### src/rtl/imem_loader_pkg.sv
// imem_loader shared types and constants.
// FSM encoding, error codes, default memory size.
package imem_loader_pkg;

  localparam int IM_BYTES_DEF = 1024;

  typedef enum logic [2:0] {
    S_IDLE,
    S_LEN_HI,
    S_LEN_LO,
    S_DATA,
    S_WRITE,
    S_CSUM
  } state_t;

  localparam logic [1:0] ERR_NONE = 2'b00;
  localparam logic [1:0] ERR_LEN  = 2'b01;
  localparam logic [1:0] ERR_CSUM = 2'b10;

endpackage

### src/rtl/be_word_packer.sv
// Big-endian byte-to-word assembler.
// First byte of a group lands in word[31:24].
module be_word_packer (
  input  logic        clk,
  input  logic        rst,
  input  logic        clr,
  input  logic        byte_valid,
  input  logic [7:0]  byte_data,
  output logic [31:0] word,
  output logic        last,
  output logic        word_ready
);

  logic [1:0]  cnt;
  logic [23:0] part;

  // next accepted byte completes the word
  assign last = (cnt == 2'd3);

  // shift bytes in, publish the word on the 4th byte only
  always_ff @(posedge clk or negedge rst) begin
    if (!rst) begin
      cnt        <= 2'd0;
      part       <= 24'd0;
      word       <= 32'd0;
      word_ready <= 1'b0;
    end else begin
      word_ready <= 1'b0;
      if (clr) begin
        cnt  <= 2'd0;
        part <= 24'd0;
      end else if (byte_valid) begin
        cnt <= cnt + 2'd1;
        if (cnt == 2'd3) begin
          word       <= {part, byte_data};
          word_ready <= 1'b1;
        end else begin
          part <= {part[15:0], byte_data};
        end
      end
    end
  end

endmodule

### src/rtl/imem_loader.sv
// Streams a length-prefixed, checksummed image
// into instruction memory while holding the CPU.
module imem_loader
  import imem_loader_pkg::*;
#(
  parameter  int IM_BYTES  = IM_BYTES_DEF,
  parameter  int MAX_WORDS = IM_BYTES / 4,
  localparam int AW        = $clog2(IM_BYTES),
  localparam int IW        = AW - 2
) (
  input  logic          clk,
  input  logic          rst,
  input  logic          start,
  input  logic          in_valid,
  input  logic [7:0]    in_data,
  output logic          in_ready,
  output logic          im_we,
  output logic [AW-1:0] im_addr,
  output logic [31:0]   im_wdata,
  output logic          cpu_hold,
  output logic          busy,
  output logic          done,
  output logic [1:0]    err
);

  state_t state, state_d;

  logic          run;
  logic [7:0]    len_hi;
  logic [15:0]   len;
  logic [15:0]   n_new;
  logic [IW-1:0] idx;
  logic [7:0]    csum;

  logic sess_go, hi_we, lo_we, len_bad;
  logic data_take, addr_we, idx_inc;
  logic fin_ok, fin_bad;
  logic pk_last, pk_ready;

  assign n_new = {len_hi, in_data};
  assign busy  = (state != S_IDLE);
  assign im_we = (state == S_WRITE) && pk_ready;

  be_word_packer u_pack (
    .clk        (clk),
    .rst        (rst),
    .clr        (sess_go),
    .byte_valid (data_take),
    .byte_data  (in_data),
    .word       (im_wdata),
    .last       (pk_last),
    .word_ready (pk_ready)
  );

  // state register
  always_ff @(posedge clk or negedge rst) begin
    if (!rst) state <= S_IDLE;
    else      state <= state_d;
  end

  // next state and per-cycle control strobes
  always_comb begin
    state_d   = state;
    in_ready  = 1'b0;
    sess_go   = 1'b0;
    hi_we     = 1'b0;
    lo_we     = 1'b0;
    len_bad   = 1'b0;
    data_take = 1'b0;
    addr_we   = 1'b0;
    idx_inc   = 1'b0;
    fin_ok    = 1'b0;
    fin_bad   = 1'b0;
    unique case (state)
      S_IDLE: begin
        if (start && run) begin
          sess_go = 1'b1;
          state_d = S_LEN_HI;
        end
      end
      S_LEN_HI: begin
        in_ready = 1'b1;
        if (in_valid) begin
          hi_we   = 1'b1;
          state_d = S_LEN_LO;
        end
      end
      S_LEN_LO: begin
        in_ready = 1'b1;
        if (in_valid) begin
          lo_we = 1'b1;
          if (n_new == 16'd0 ||
              {1'b0, n_new} > 17'(MAX_WORDS)) begin
            len_bad = 1'b1;
            state_d = S_IDLE;
          end else begin
            state_d = S_DATA;
          end
        end
      end
      S_DATA: begin
        in_ready = 1'b1;
        if (in_valid) begin
          data_take = 1'b1;
          if (pk_last) begin
            addr_we = 1'b1;
            state_d = S_WRITE;
          end
        end
      end
      S_WRITE: begin
        idx_inc = 1'b1;
        if (16'(idx) == len - 16'd1) state_d = S_CSUM;
        else                         state_d = S_DATA;
      end
      S_CSUM: begin
        in_ready = 1'b1;
        if (in_valid) begin
          if (in_data == csum) fin_ok = 1'b1;
          else                 fin_bad = 1'b1;
          state_d = S_IDLE;
        end
      end
      default: state_d = S_IDLE;
    endcase
  end

  // release synchroniser, counters, checksum, sticky status
  always_ff @(posedge clk or negedge rst) begin
    if (!rst) begin
      run      <= 1'b0;
      len_hi   <= 8'd0;
      len      <= 16'd0;
      idx      <= '0;
      csum     <= 8'd0;
      im_addr  <= '0;
      done     <= 1'b0;
      err      <= ERR_NONE;
      cpu_hold <= 1'b0;
    end else begin
      run <= 1'b1;
      if (sess_go) begin
        done     <= 1'b0;
        err      <= ERR_NONE;
        cpu_hold <= 1'b1;
        idx      <= '0;
        csum     <= 8'd0;
      end
      if (hi_we)     len_hi  <= in_data;
      if (lo_we)     len     <= n_new;
      if (len_bad)   err     <= ERR_LEN;
      if (data_take) csum    <= csum + in_data;
      if (addr_we)   im_addr <= {idx, 2'b00};
      if (idx_inc)   idx     <= idx + 1'b1;
      if (fin_ok) begin
        done     <= 1'b1;
        cpu_hold <= 1'b0;
      end
      if (fin_bad)   err     <= ERR_CSUM;
    end
  end

endmodule

### config.mk
export PLATFORM = sky130hd
export DESIGN_NAME = imem_loader
export DESIGN_NICKNAME = d
export VERILOG_FILES = /design/src/rtl/imem_loader_pkg.sv /design/src/rtl/be_word_packer.sv /design/src/rtl/imem_loader.sv
export SDC_FILE = /design/constraint.sdc
export NUM_CORES = 1
export LEC_CHECK = 0
export BUFFER_PORTS_ARGS = -buffer_cell sky130_fd_sc_hd__buf_2
export CAP_MARGIN = 20
export CORE_UTILIZATION = 58
export DETAILED_ROUTE_END_ITERATION = 10
export GPL_TIMING_DRIVEN = 0
export PLACE_DENSITY = 0.76
export SYNTH_ARGS = -nofsm -noshare
export SYNTH_HDL_FRONTEND = slang
export SYNTH_HIERARCHICAL = 1
export SYNTH_SLANG_ARGS = --single-unit
### constraint.sdc
create_clock -name clk -period 3.45 [get_ports clk]
set_clock_uncertainty 0.05 [all_clocks]
set_input_delay 0.8625 -clock clk [delete_from_list [all_inputs] [get_ports clk]]
set_output_delay 0.8625 -clock clk [all_outputs]
set_load 0.01 [all_outputs]
After elaboration in Yosys (flattened, before gate mapping)
Cells that the tools add are included.
W data, S select, Z words.
{"block": "word_totals", "reg_bits": 115, "in_bits": 12, "out_inout_bits": 49, "wordCells": 95}
{"block": "classes", "add_sub_neg": 4, "magnitude_cmp": 1, "n_eq_ne": 15, "mux": 46, "bitwise": 1, "reduce_logical": 14}
{"operator": "$mux W24", "n": 3}
{"operator": "$mux W1", "n": 26}
{"operator": "$mux W8", "n": 3}
{"operator": "$mux W3", "n": 7}
{"operator": "$pmux W3 S6", "n": 1}
{"operator": "$eq A8 B16 Y1", "n": 1}
{"operator": "$gt A16 B9 Y1 const B", "n": 1}
{"operator": "$logic_not A16 Y1", "n": 1}
{"operator": "$sub A16 B1 Y16 const B", "n": 1}
{"operator": "$ne A2 B2 Y1 const B", "n": 7}
{"operator": "$mux W2", "n": 6}
{"operator": "$add A8 B1 Y8 const B", "n": 1}
{"operator": "$add A8 B8 Y8", "n": 1}
{"operator": "$eq A8 B8 Y1", "n": 1}
{"operator": "$eq A3 B2 Y1 const B", "n": 2}
{"operator": "$eq A3 B3 Y1 const B", "n": 2}
{"operator": "$reduce_and A6 Y1", "n": 1}
{"operator": "$reduce_bool A2 Y1", "n": 3}
{"operator": "$reduce_bool A3 Y1", "n": 2}
{"operator": "$reduce_or A4 Y1", "n": 1}
{"operator": "$eq A3 B1 Y1 const B", "n": 1}
{"operator": "$logic_not A3 Y1", "n": 1}
{"operator": "$reduce_and A3 Y1", "n": 1}
{"operator": "$add A2 B1 Y2 const B", "n": 1}
{"operator": "other kinds (5)", "n": 6}

Longest topological paths before layout
{"block": "depth", "ltp_word": 7, "depth_mapped": 9, "ltp_nobuf": 8}

Cells and area by module
Netlist, hierarchy kept.
{"module": "imem_loader", "instances": 1, "cells_per_inst": 281, "area_per_inst_um2": 2996.6, "seq_area_each_um2": 1401.3}
{"module": "be_word_packer", "instances": 1, "cells_per_inst": 184, "area_per_inst_um2": 2421.1, "seq_area_each_um2": 1476.4}

Least setup slack after synthesis
No wires, ideal clock.
{"block": "synth_timing", "path_kind": "register to register", "start": "reg state[0]", "end": "reg u_pack.word[0]", "setup_time_ns": 0.125, "arrival_ns": 2.364, "path_slack_ns": 0.911, "stages_incl_launch_ff": 10, "path_buffers": 4, "synth_period_minus_slack_ns": 2.539, "path_cell_list": "dfrtp_1 > clkbuf_1 > or3_1 > or2_2 > clkbuf_1 > inv_1 > buf_2 > nand3b_4 > buf_6 > mux2_4"}
{"block": "synth_via", "elab_chain_cells": 4, "word_cells_on_any_way": 6, "cone_classes": "1 x eq/ne; 2 x mux; 1 x bitwise; 2 x reduce/logical"}
{"item": "from (decl)", "line": "imem_loader.sv:26", "source": "state_t state, state_d;"}
{"item": "from (signal assigned)", "line": "imem_loader.sv:58", "source": "else state <= state_d;"}
{"item": "$logic_not A3 Y1", "line": "imem_loader.sv:74", "source": "unique case (state)"}
{"item": "$mux W1", "line": "imem_loader.sv:74"}
{"item": "named net sess_go", "line": "imem_loader.sv:35", "source": "logic sess_go, hi_we, lo_we, len_bad;"}
{"item": "$not A1 Y1 (no line)"}
{"item": "$reduce_and A3 Y1 (no line)"}
{"item": "to (signal assigned)", "line": "be_word_packer.sv:35", "source": "word <= {part, byte_data};"}
{"item": "to (decl)", "line": "be_word_packer.sv:9", "source": "output logic [31:0] word,"}
The timed path passes the listed nets, and every way through them passes these cells.
A chain may end at the register's enable or synchronous reset.

Worst setup path after layout
{"block": "layout_timing", "start": "reg state[0]", "end": "reg u_pack.word[9]"}
Same word-level chain as after synthesis.

==> reports/results.txt <==
Placer Congestion = 0.861
Worst EP required = 3.79 ns
Avg WL per Cell = 18.1 microns
Cell taking the most area after synthesis = dfrtp_1
Core area = 8890 sq um
Netlist cell types = 53
R2R Setup Slk = 0.46 ns
Synth-to-Final Area Change = 20.1%
First-pass GRT wire length = 20,200 microns
Final period utilization = 86.8%
Cts hold-fix bufs = 0
Crit end category = register
Max Clk Rate = 0.334 GHz
Synthesized area per cell = 11.7 sq um
Largest net degree at the start of global routing = 61
Static leakage power = 3.26 nW
Largest cells by area after synthesis = dfrtp_1 53%, mux2_4 8.0%, mux2_2 6.7%, nand2_1 4.8%, a21oi_1 3.0%
Vias in the first global route = 3,886
Reg clk slew, reported paths = 0.06 ns
Most frequent cell after synthesis = dfrtp_1
Reg-to-Reg End = u_pack/word[9]
DRT Wirelength = 12,100 microns
Die Height = 98.7 microns
Synth top area share = 53.1%
Die Area = 9730 sq um
RSZ-0062 raised after global routing = no
Floorplan row count = 34
Post_cts resized = 0
Worst stage delay on the critical path = 0.42 ns
Fin. Hold Viols = 0
Starting Density = 60.9%
Critical path arrival = 3.34 ns
DR DRC count = 0
Post-DP HPWL = 7940 microns
Nets = 567
Initial DRC count = 223
Port bufs = 58
Relative slew slack = 49.0%
Reg2reg start = state[0]
Worst setup SP type = register
Clock Latency Late Sink = 0.51 ns
Post-CTS setup buffer count = 0
Total track usage = 27.2%
Post-DRT Antenna Nets = 0
Final setup fails = 0
Ys async rst share = 100%
Fin crit period = 2.99 ns
# Max-Cap Violations = 0
Synthesized area = 5420 sq um
# clock sinks = 115
Status = finished, final reports clean
Ys flop type = dfrtp_1
Post-Place Worst Slack = 0.489 ns
Root Driver = clkbuf_8
Worst Path Max Fanout = 10
Die X = 98.7 microns
Synth Register Bits = 115
Hold_ws = 0.350 ns
Clock Path Buffers = 2
Post-synth EDFFs = 0
Initial antenna violation count = 0
Slack of the critical path = 0.457 ns
Post-synth top cells = 115 x dfrtp_1, 69 x nand2_1, 33 x a21oi_1
Most frequent CP cell = clkbuf_1
Power density over the cells = 786 nW/um^2
First-pass DRT Iterations = 4
Setup TNS = 0 ns
Top Ports = 61
Antenna cells = 0
Worst R2R Path Depth = 9
CTS buffer count = 17
Vias = 3,926
Critical path's slowest cell = or3_1
Share of layout cells above drive strength 1 = 30.7%
Worst-Margin Slew = 0.765 ns
Fin util = 73.2%
GR Overflow Total = 0
CTS tree = yes
Fin. max-slew vios = 0
Synth Instances = 465
Synth warn = 6
Sequential area share after synthesis = 53.1%
Type of the worst setup path = register to register
Vias per cell = 5.90
H-tree depth = 4
Hold Path Class = input pin to async pin
Worst-path cell chain = clkbuf_1 -> or3_1 -> or2_2 -> clkbuf_1 -> inv_1 -> buf_2 -> nand3b_4 -> buf_6 -> mux2_4
Peak VDD IR = 0.000493 V
[placed cells by master (no fill, tap or decap), types with 6 or more instances in the layout]
master / synthesis / final
dfrtp_1: 115 / 115
nand2_1: 69 / 69
buf_2: 2 / 59
a21oi_1: 33 / 33
mux2_2: 32 / 32
mux2_4: 29 / 29
o21ai_0: 20 / 20
clkbuf_16: 0 / 16
xnor2_1: 15 / 15
nor2_1: 14 / 14
clkbuf_1: 13 / 13
ha_1: 10 / 10
nor4_1: 8 / 8
inv_6: 0 / 8
or4_1: 7 / 7
nand4_1: 7 / 7
a22o_1: 7 / 7
buf_6: 7 / 7
inv_1: 6 / 6
nor3_1: 6 / 6
nand3_1: 6 / 6
[metrics by stage]
| stage | std cells | cell area (sq um) | power [mW] |
|---|---|---|---|
| after floorplan | 466 | 5420 | 2.86 |
| final | 665 | 6510 | 5.11 |
| after CTS | 665 | 6510 | 5.13 |
| after detailed placement | 633 | 5880 | 3.22 |
| after global routing | 665 | 6510 | 5.38 |
| after global placement | 632 | 5850 | 3.15 |
[flip-flops by register name (all words and copies together) (netlist names)]
name	flops
cpu_hold	1
csum	8
done	1
err	2
idx	8
im_addr	8
len	16
len_hi	8
run	1
state	3
u_pack/cnt	2
u_pack/part	24
u_pack/word	32
u_pack/word_ready	1
[logic make-up after synthesis]
kind of cell,after synthesis,share of synthesized area (%)
AND/OR/NAND/NOR,147,14.1
flip-flops,115,53.1
AO/OA/AOI/OAI,77,8.48
multiplexers,65,15.4
buffers and inverters,31,3.30
XOR/XNOR,17,2.75
adder cells (fa/ha/maj),11,2.68
other,2,0.139
[per-layer routing]
metal / up-vias / routed length, microns / GRT usage, %
li1: 1813 / - / -
met1: 1968 / 5490 / 37.6
met2: 133 / 5930 / 43.7
met3: 12 / 535 / 6.17
met4: 0 / 105 / 7.81
met5: - / 0 / 0
[worst max-delay path by stage]
stage	cells past startpoint	start	slack (ns)	end
after floorplan	9	state[0]	0.91	u_pack/word[0]
after global placement	1	rst	0.19	csum[0]
after detailed placement	9	start	0.49	u_pack/word[10]
after CTS	9	state[0]	0.49	u_pack/word[25]
after global routing	9	state[0]	0.33	u_pack/word[27]
final	9	state[0]	0.46	u_pack/word[9]
[report_power, final]
part / switching [mW] / internal [mW]
combinational: 0.657 / 0.614
clock: 0.675 / 1.19
sequential: 0.304 / 1.67
total: 1.64 / 3.48
[cell type report]
class,count,area [sq um]
multi-input combinational,320,2360
fill,598,2380
inverter,6,22.5
timing repair buffer,59,320
clock buffer,17,414
sequential,115,2880
clock inverter,15,215
tap,108,135
buffer,25,156
[critical path, delay by kind of cell (launching register included)]
family                 cells  cell delay, ns
multiplexers               1            0.32
AND/OR/NAND/NOR            3            0.94
flip-flops                 1            0.35
buffers and inverters      5            1.20
Power figures use the tool's default switching activity.
